## src/rtl/wb_pkg.sv

```systemverilog
// wb_pkg: shared encodings for the writeback stage and load extension.
package wb_pkg;
  localparam logic [2:0] LB  = 3'b000;
  localparam logic [2:0] LH  = 3'b001;
  localparam logic [2:0] LW  = 3'b010;
  localparam logic [2:0] LBU = 3'b100;
  localparam logic [2:0] LHU = 3'b101;
  typedef enum logic [1:0] {
    WB_ALU = 2'b00,
    WB_MEM = 2'b01,
    WB_PC4 = 2'b10
  } wb_src_e;
endpackage

```

## src/rtl/load_ext.sv

```systemverilog
// load_ext: selects and sign/zero-extends the addressed byte or halfword of a loaded word.
module load_ext
  import wb_pkg::*;
#(
  parameter int XLEN = 32
) (
  input  logic [XLEN-1:0] word,
  input  logic [1:0]      off,
  input  logic [2:0]      ctrl,
  output logic [XLEN-1:0] res
);
  logic [7:0]  b;
  logic [15:0] h;
  always_comb begin
    b   = word[{off, 3'b000} +: 8];
    h   = off[1] ? word[31:16] : word[15:0];
    res = ctrl == LB  ? {{(XLEN-8){b[7]}}, b} :
          ctrl == LH  ? {{(XLEN-16){h[15]}}, h} :
          ctrl == LBU ? {{(XLEN-8){1'b0}}, b} :
          ctrl == LHU ? {{(XLEN-16){1'b0}}, h} :
                        word;
  end
endmodule

```

## src/rtl/wb_stage.sv

```systemverilog
// wb_stage: MEM/WB register, load extension, writeback mux, stall/flush and instret counter.
module wb_stage
  import wb_pkg::*;
#(
  parameter int XLEN  = 32,
  parameter int CNT_W = 64
) (
  input  logic             clk,
  input  logic             rst,
  input  logic             stall_wb,
  input  logic             flush_wb,
  input  logic             valid_me,
  input  logic             RUWr_me,
  input  logic [4:0]       Rd_me,
  input  logic [XLEN-1:0]  ALURes_me,
  input  logic [XLEN-1:0]  DMDataRd_me,
  input  logic [2:0]       DMCtrl_me,
  input  logic [XLEN-1:0]  PCinc_me,
  input  logic [1:0]       RUDataWrSrc_me,
  output logic             valid_wb,
  output logic             RUWr_wb,
  output logic [4:0]       Rd_wb,
  output logic [XLEN-1:0]  DataWr_wb,
  output logic [CNT_W-1:0] instret
);
  logic [XLEN-1:0] ld_data;
  logic [XLEN-1:0] wr_data;
  logic            retire;
  load_ext #(.XLEN(XLEN)) u_load_ext (
    .word (DMDataRd_me),
    .off  (ALURes_me[1:0]),
    .ctrl (DMCtrl_me),
    .res  (ld_data)
  );
  always_comb begin
    wr_data = RUDataWrSrc_me == WB_MEM ? ld_data :
              RUDataWrSrc_me == WB_PC4 ? PCinc_me : ALURes_me;
    retire  = valid_wb & ~stall_wb & ~flush_wb;
  end
  // x0 writes and bubbles are squashed here so the bank never needs to check
  always_ff @(posedge clk or posedge rst) begin
    if (rst) begin
      valid_wb  <= 1'b0;
      RUWr_wb   <= 1'b0;
      Rd_wb     <= '0;
      DataWr_wb <= '0;
    end else if (flush_wb) begin
      valid_wb  <= 1'b0;
      RUWr_wb   <= 1'b0;
    end else if (!stall_wb) begin
      valid_wb  <= valid_me;
      RUWr_wb   <= valid_me & RUWr_me & (Rd_me != 5'd0);
      Rd_wb     <= Rd_me;
      DataWr_wb <= wr_data;
    end
  end
  always_ff @(posedge clk or posedge rst) begin
    if (rst) instret <= '0;
    else if (retire) instret <= instret + 1'b1;
  end
endmodule

```

## config.mk

```make
export PLATFORM = sky130hd
export DESIGN_NAME = wb_stage
export DESIGN_NICKNAME = d
export VERILOG_FILES = /design/src/rtl/wb_pkg.sv /design/src/rtl/load_ext.sv /design/src/rtl/wb_stage.sv
export SDC_FILE = /design/constraint.sdc
export NUM_CORES = 1
export LEC_CHECK = 0
export CORE_MARGIN = 2
export CORE_UTILIZATION = 35
export DETAILED_ROUTE_END_ITERATION = 10
export GPL_ROUTABILITY_DRIVEN = 0
export PLACE_DENSITY = 0.69
export RECOVER_POWER = 100
export SYNTH_ARGS = -nofsm -noshare
export SYNTH_HDL_FRONTEND = slang
export SYNTH_SLANG_ARGS = --single-unit
```

## constraint.sdc

```tcl
create_clock -name clk -period 3.5 [get_ports clk]
set_clock_uncertainty 0.1 [all_clocks]
set_input_delay 0.7 -clock clk [delete_from_list [all_inputs] [get_ports clk]]
set_output_delay 0.7 -clock clk [all_outputs]
set_load 0.01 [all_outputs]
```

==> results by group <==
Clock tree
  – Post-CTS Resized: 0
  – CTS tree: yes
  – Clock root cell: clkbuf_16
  – Post-cts hold buffer count: 0
  – H-tree depth: 3
  – TritonCTS buffer count: 9
  – CTS Buffer Depth: 2
  – CTS clk-pin slew, worst paths: 70 ps
  – TritonCTS Sinks: 103
  – Total setup buffers inserted after CTS: 0
  – Clk_lat worst skew: 350 ps

GRT
  – Global-route wire length before repair: 28,500 um
  – Initial antenna violation count: 0
  – Vias in the first global route: 5,457
  – GR Util All Layers: 0.205
  – GR Overflow Total: 0
  – Pin count of the biggest net entering global routing: 65

Setup path
  – Reg2reg path depth: 6
  – R2R Path Start: instret[3]
  – CP endpoint kind: flop
  – Worst Path Required: 3670 ps
  – WP data arrival: 3230 ps
  – Crit-path max FO: 13
  – Buf+Inv Stages, Crit Path: 2
  – Critical-path cell list: dlygate4sd3_1, nor4bb_1, and3_1, nand4_1, clkbuf_1, nor4_1, xor2_1
  – Slowest CP cell: dlygate4sd3_1
  – R2r endpoint: instret[46]
  – Crit path kind: primary input to flop
  – Largest delay contributor family on the critical path: simple AND/OR/NAND/NOR gates
  – Reg2Reg Setup Slack: 1010 ps
  – Critical path startpoint category: primary input
  – Slowest stage delay, CP: 640 ps

Synth
  – Yosys warnings: 0
  – Register area share after synthesis: 0.455
  – Area of the mapped netlist: 0.00566 mm^2
  – Primary FF master, synth: dfrtp_1
  – Top cell type's share of synthesized area: 0.455
  – Post-Syn Nets: 705
  – Post-synth EDFFs: 0
  – Syn Area/Cell: 9.56 um^2
  – Library cells used by synthesis: 48
  – Async set-reset flop share out of synthesis: 1.00
  – Seq cells post-synth: 103
  – Post-synth top area cell: dfrtp_1
  – Synth top area cells: dfrtp_1 46%, mux2_2 6.4%, xor2_1 5.0%
  – Mapped Cells: 592

Finish
  – N_diodes: 0
  – Layout cells sized above 1: 0.0833
  – Fin nets: 912
  – Syn-to-layout area delta: 47.7%
  – Filler cell count: 1,390
  – Non-Filler Cell Area, Final: 0.00836 mm^2

Die
  – Core Rows: 46
  – Die Span Y: 131 um
  – Die Width: 131 um
  – I/O pins: 215
  – Die ar.: 0.0172 mm^2
  – Initial Utilization: 0.358
  – Core ar.: 0.0158 mm^2

Placed design
  – Port bufs: 214
  – DP Area: 0.00807 mm^2
  – Post-DP HPWL: 13,600 um

Timing
  – Final setup fails: 0
  – TNS Setup: 0 ps
  – Relative slew slack: -0.0465
  – Fin crit share: 0.874
  – Final hold vios: 0
  – RSZ-0062 raised after global routing: no
  – Worst hold margin: 367 ps
  – Fin. max-slew vios: 65
  – Achievable Freq: 327 MHz
  – Tmin final: 3060 ps
  – Slew @ Worst Pin: 1570 ps

Job
  – MaxCap Viol Count: 1

Detailed routing
  – Max layer used: met4
  – Final ANT Viol Nets: 0
  – Initial DRT Pass Iterations: 5
  – Met1 wire length: 7410 um
  – Drt total wl: 17,800 um
  – DRC viols: 0
  – 1st-iter DRT viols: 485
  – Routed WL per cell: 17.4 um
  – Total number of vias: 5,479
  – Vias per inst: 5.37
  – Met2 wire length: 8550 um
  – Met3 wire length: 1300 um

Run status
  – Failing checks: capacitance limit, slew limit
  – Status: complete, but fails checks

Power and ir drop
  – P_int: 2.27 mW
  – Comb power frac: 0.208
  – Switch share: 0.266
  – Worst vdd ir: 0.220 mV
  – Sequential cell fraction of total power: 0.433
  – P_leak: 3.63 nW
  – PD cells: 371 mW/mm^2
  – Clock network fraction of design power: 0.359
  – Net Switching: 0.824 mW

Hold path
  – Hold Path End: instret[63]
  – Worst Hold Launch: instret[63]
  – Hold Path Cell Cnt: 1
  – Worst hold path type: flop to flop
## registers in the layout (all words and copies together) (netlist names)
signal     count
DataWr_wb     32
Rd_wb          5
instret       64
RUWr_wb        1
valid_wb       1
## routing by layer
layer	up-vias	GRT usage
li1	2580	-
met1	2620	0.253
met2	245	0.347
met3	34	0.0467
met4	0	0.0851
met5	-	0
## worst reg2reg max path: stages (launching register included)
cell,delay (ps)
dfrtp_1,430
nor4bb_1,490
and3_1,340
nand4_1,100
clkbuf_1,330
nor4_1,460
xor2_1,180
## through the flow
stage | instances | setup WS (ps) | utilization | total power [mW]
floorplan | 592 | 1070 | - | 1.64
global placement | 1004 | 345 | 0.510 | 2.03
detailed placement | 1004 | 291 | 0.510 | 2.05
CTS | 1020 | 674 | 0.530 | 3.16
global route | 1020 | 328 | 0.528 | 3.22
finish | 1020 | 443 | 0.528 | 3.10
## worst max path at each step
stage                     startpoint     endpoint  slack, ps  depth (start not counted)
after floorplan             flush_wb  instret[63]       1070                          6
after global placement      flush_wb  instret[53]        340                          6
after detailed placement    flush_wb  instret[53]        290                          6
after CTS                   flush_wb  instret[53]        670                          6
after global routing        flush_wb  instret[61]        330                          6
final                       flush_wb  instret[46]        440                          7
## synthesized netlist by cell type (9+ instances only)
| cell | instances |
|---|---|
| a221oi_1 | 26 |
| a22oi_1 | 12 |
| and3_1 | 9 |
| clkbuf_1 | 30 |
| dfrtp_1 | 103 |
| inv_1 | 15 |
| mux2_2 | 32 |
| nand2_1 | 67 |
| nand3_1 | 34 |
| nand4_1 | 18 |
| nor2_1 | 53 |
| nor3_1 | 15 |
| o22ai_1 | 24 |
| xnor2_1 | 31 |
| xor2_1 | 32 |
## cell families (layout without fill, tap and decap cells)
kind of cell	after synthesis	in the layout	synth area share
and+or+nand+nor	234	234	0.205
AOI/OAI and AO/OA	106	106	0.138
xor gates and xnor gates	63	63	0.0975
muxes	34	34	0.0672
buffers and inverters	51	263	0.0354
DFF	103	103	0.455
adders and majority gates	1	1	0.00221
## power by group through the flow
stage / logic (mW) / registers, mW / clock network [mW]
after floorplan: 0.242 / 1.39 / 0
after global placement: 0.665 / 1.37 / 0
after detailed placement: 0.682 / 1.36 / 0
after CTS: 0.684 / 1.35 / 1.13
after global routing: 0.697 / 1.35 / 1.17
final: 0.645 / 1.34 / 1.11
## layout by cell type, fill, tap and decap left out, types with 9 or more instances in the layout
master / Yosys / routed
a221oi_1: 26 / 26
a22oi_1: 12 / 12
and3_1: 9 / 9
buf_4: 1 / 11
clkbuf_16: 0 / 9
clkdlybuf4s50_1: 0 / 106
dfrtp_1: 103 / 103
dlygate4sd3_1: 0 / 107
inv_1: 15 / 14
mux2_2: 32 / 32
nand2_1: 67 / 67
nand3_1: 34 / 35
nand4_1: 18 / 19
nor2_1: 53 / 52
nor3_1: 15 / 15
o22ai_1: 24 / 24
xnor2_1: 31 / 31
xor2_1: 32 / 32
## area by class of cell
cell class              count  area [um^2]  share of cell area
repair buffers            232         2250               0.269
inverters                  15         60.1             0.00718
clock inverters             4         77.6             0.00928
multi-input cells         438         2880               0.344
clock buffers              12          246              0.0295
flip-flops and latches    103         2580               0.308
well taps                 216          270              0.0323
No activity file was read; power rests on OpenSTA's default activity.
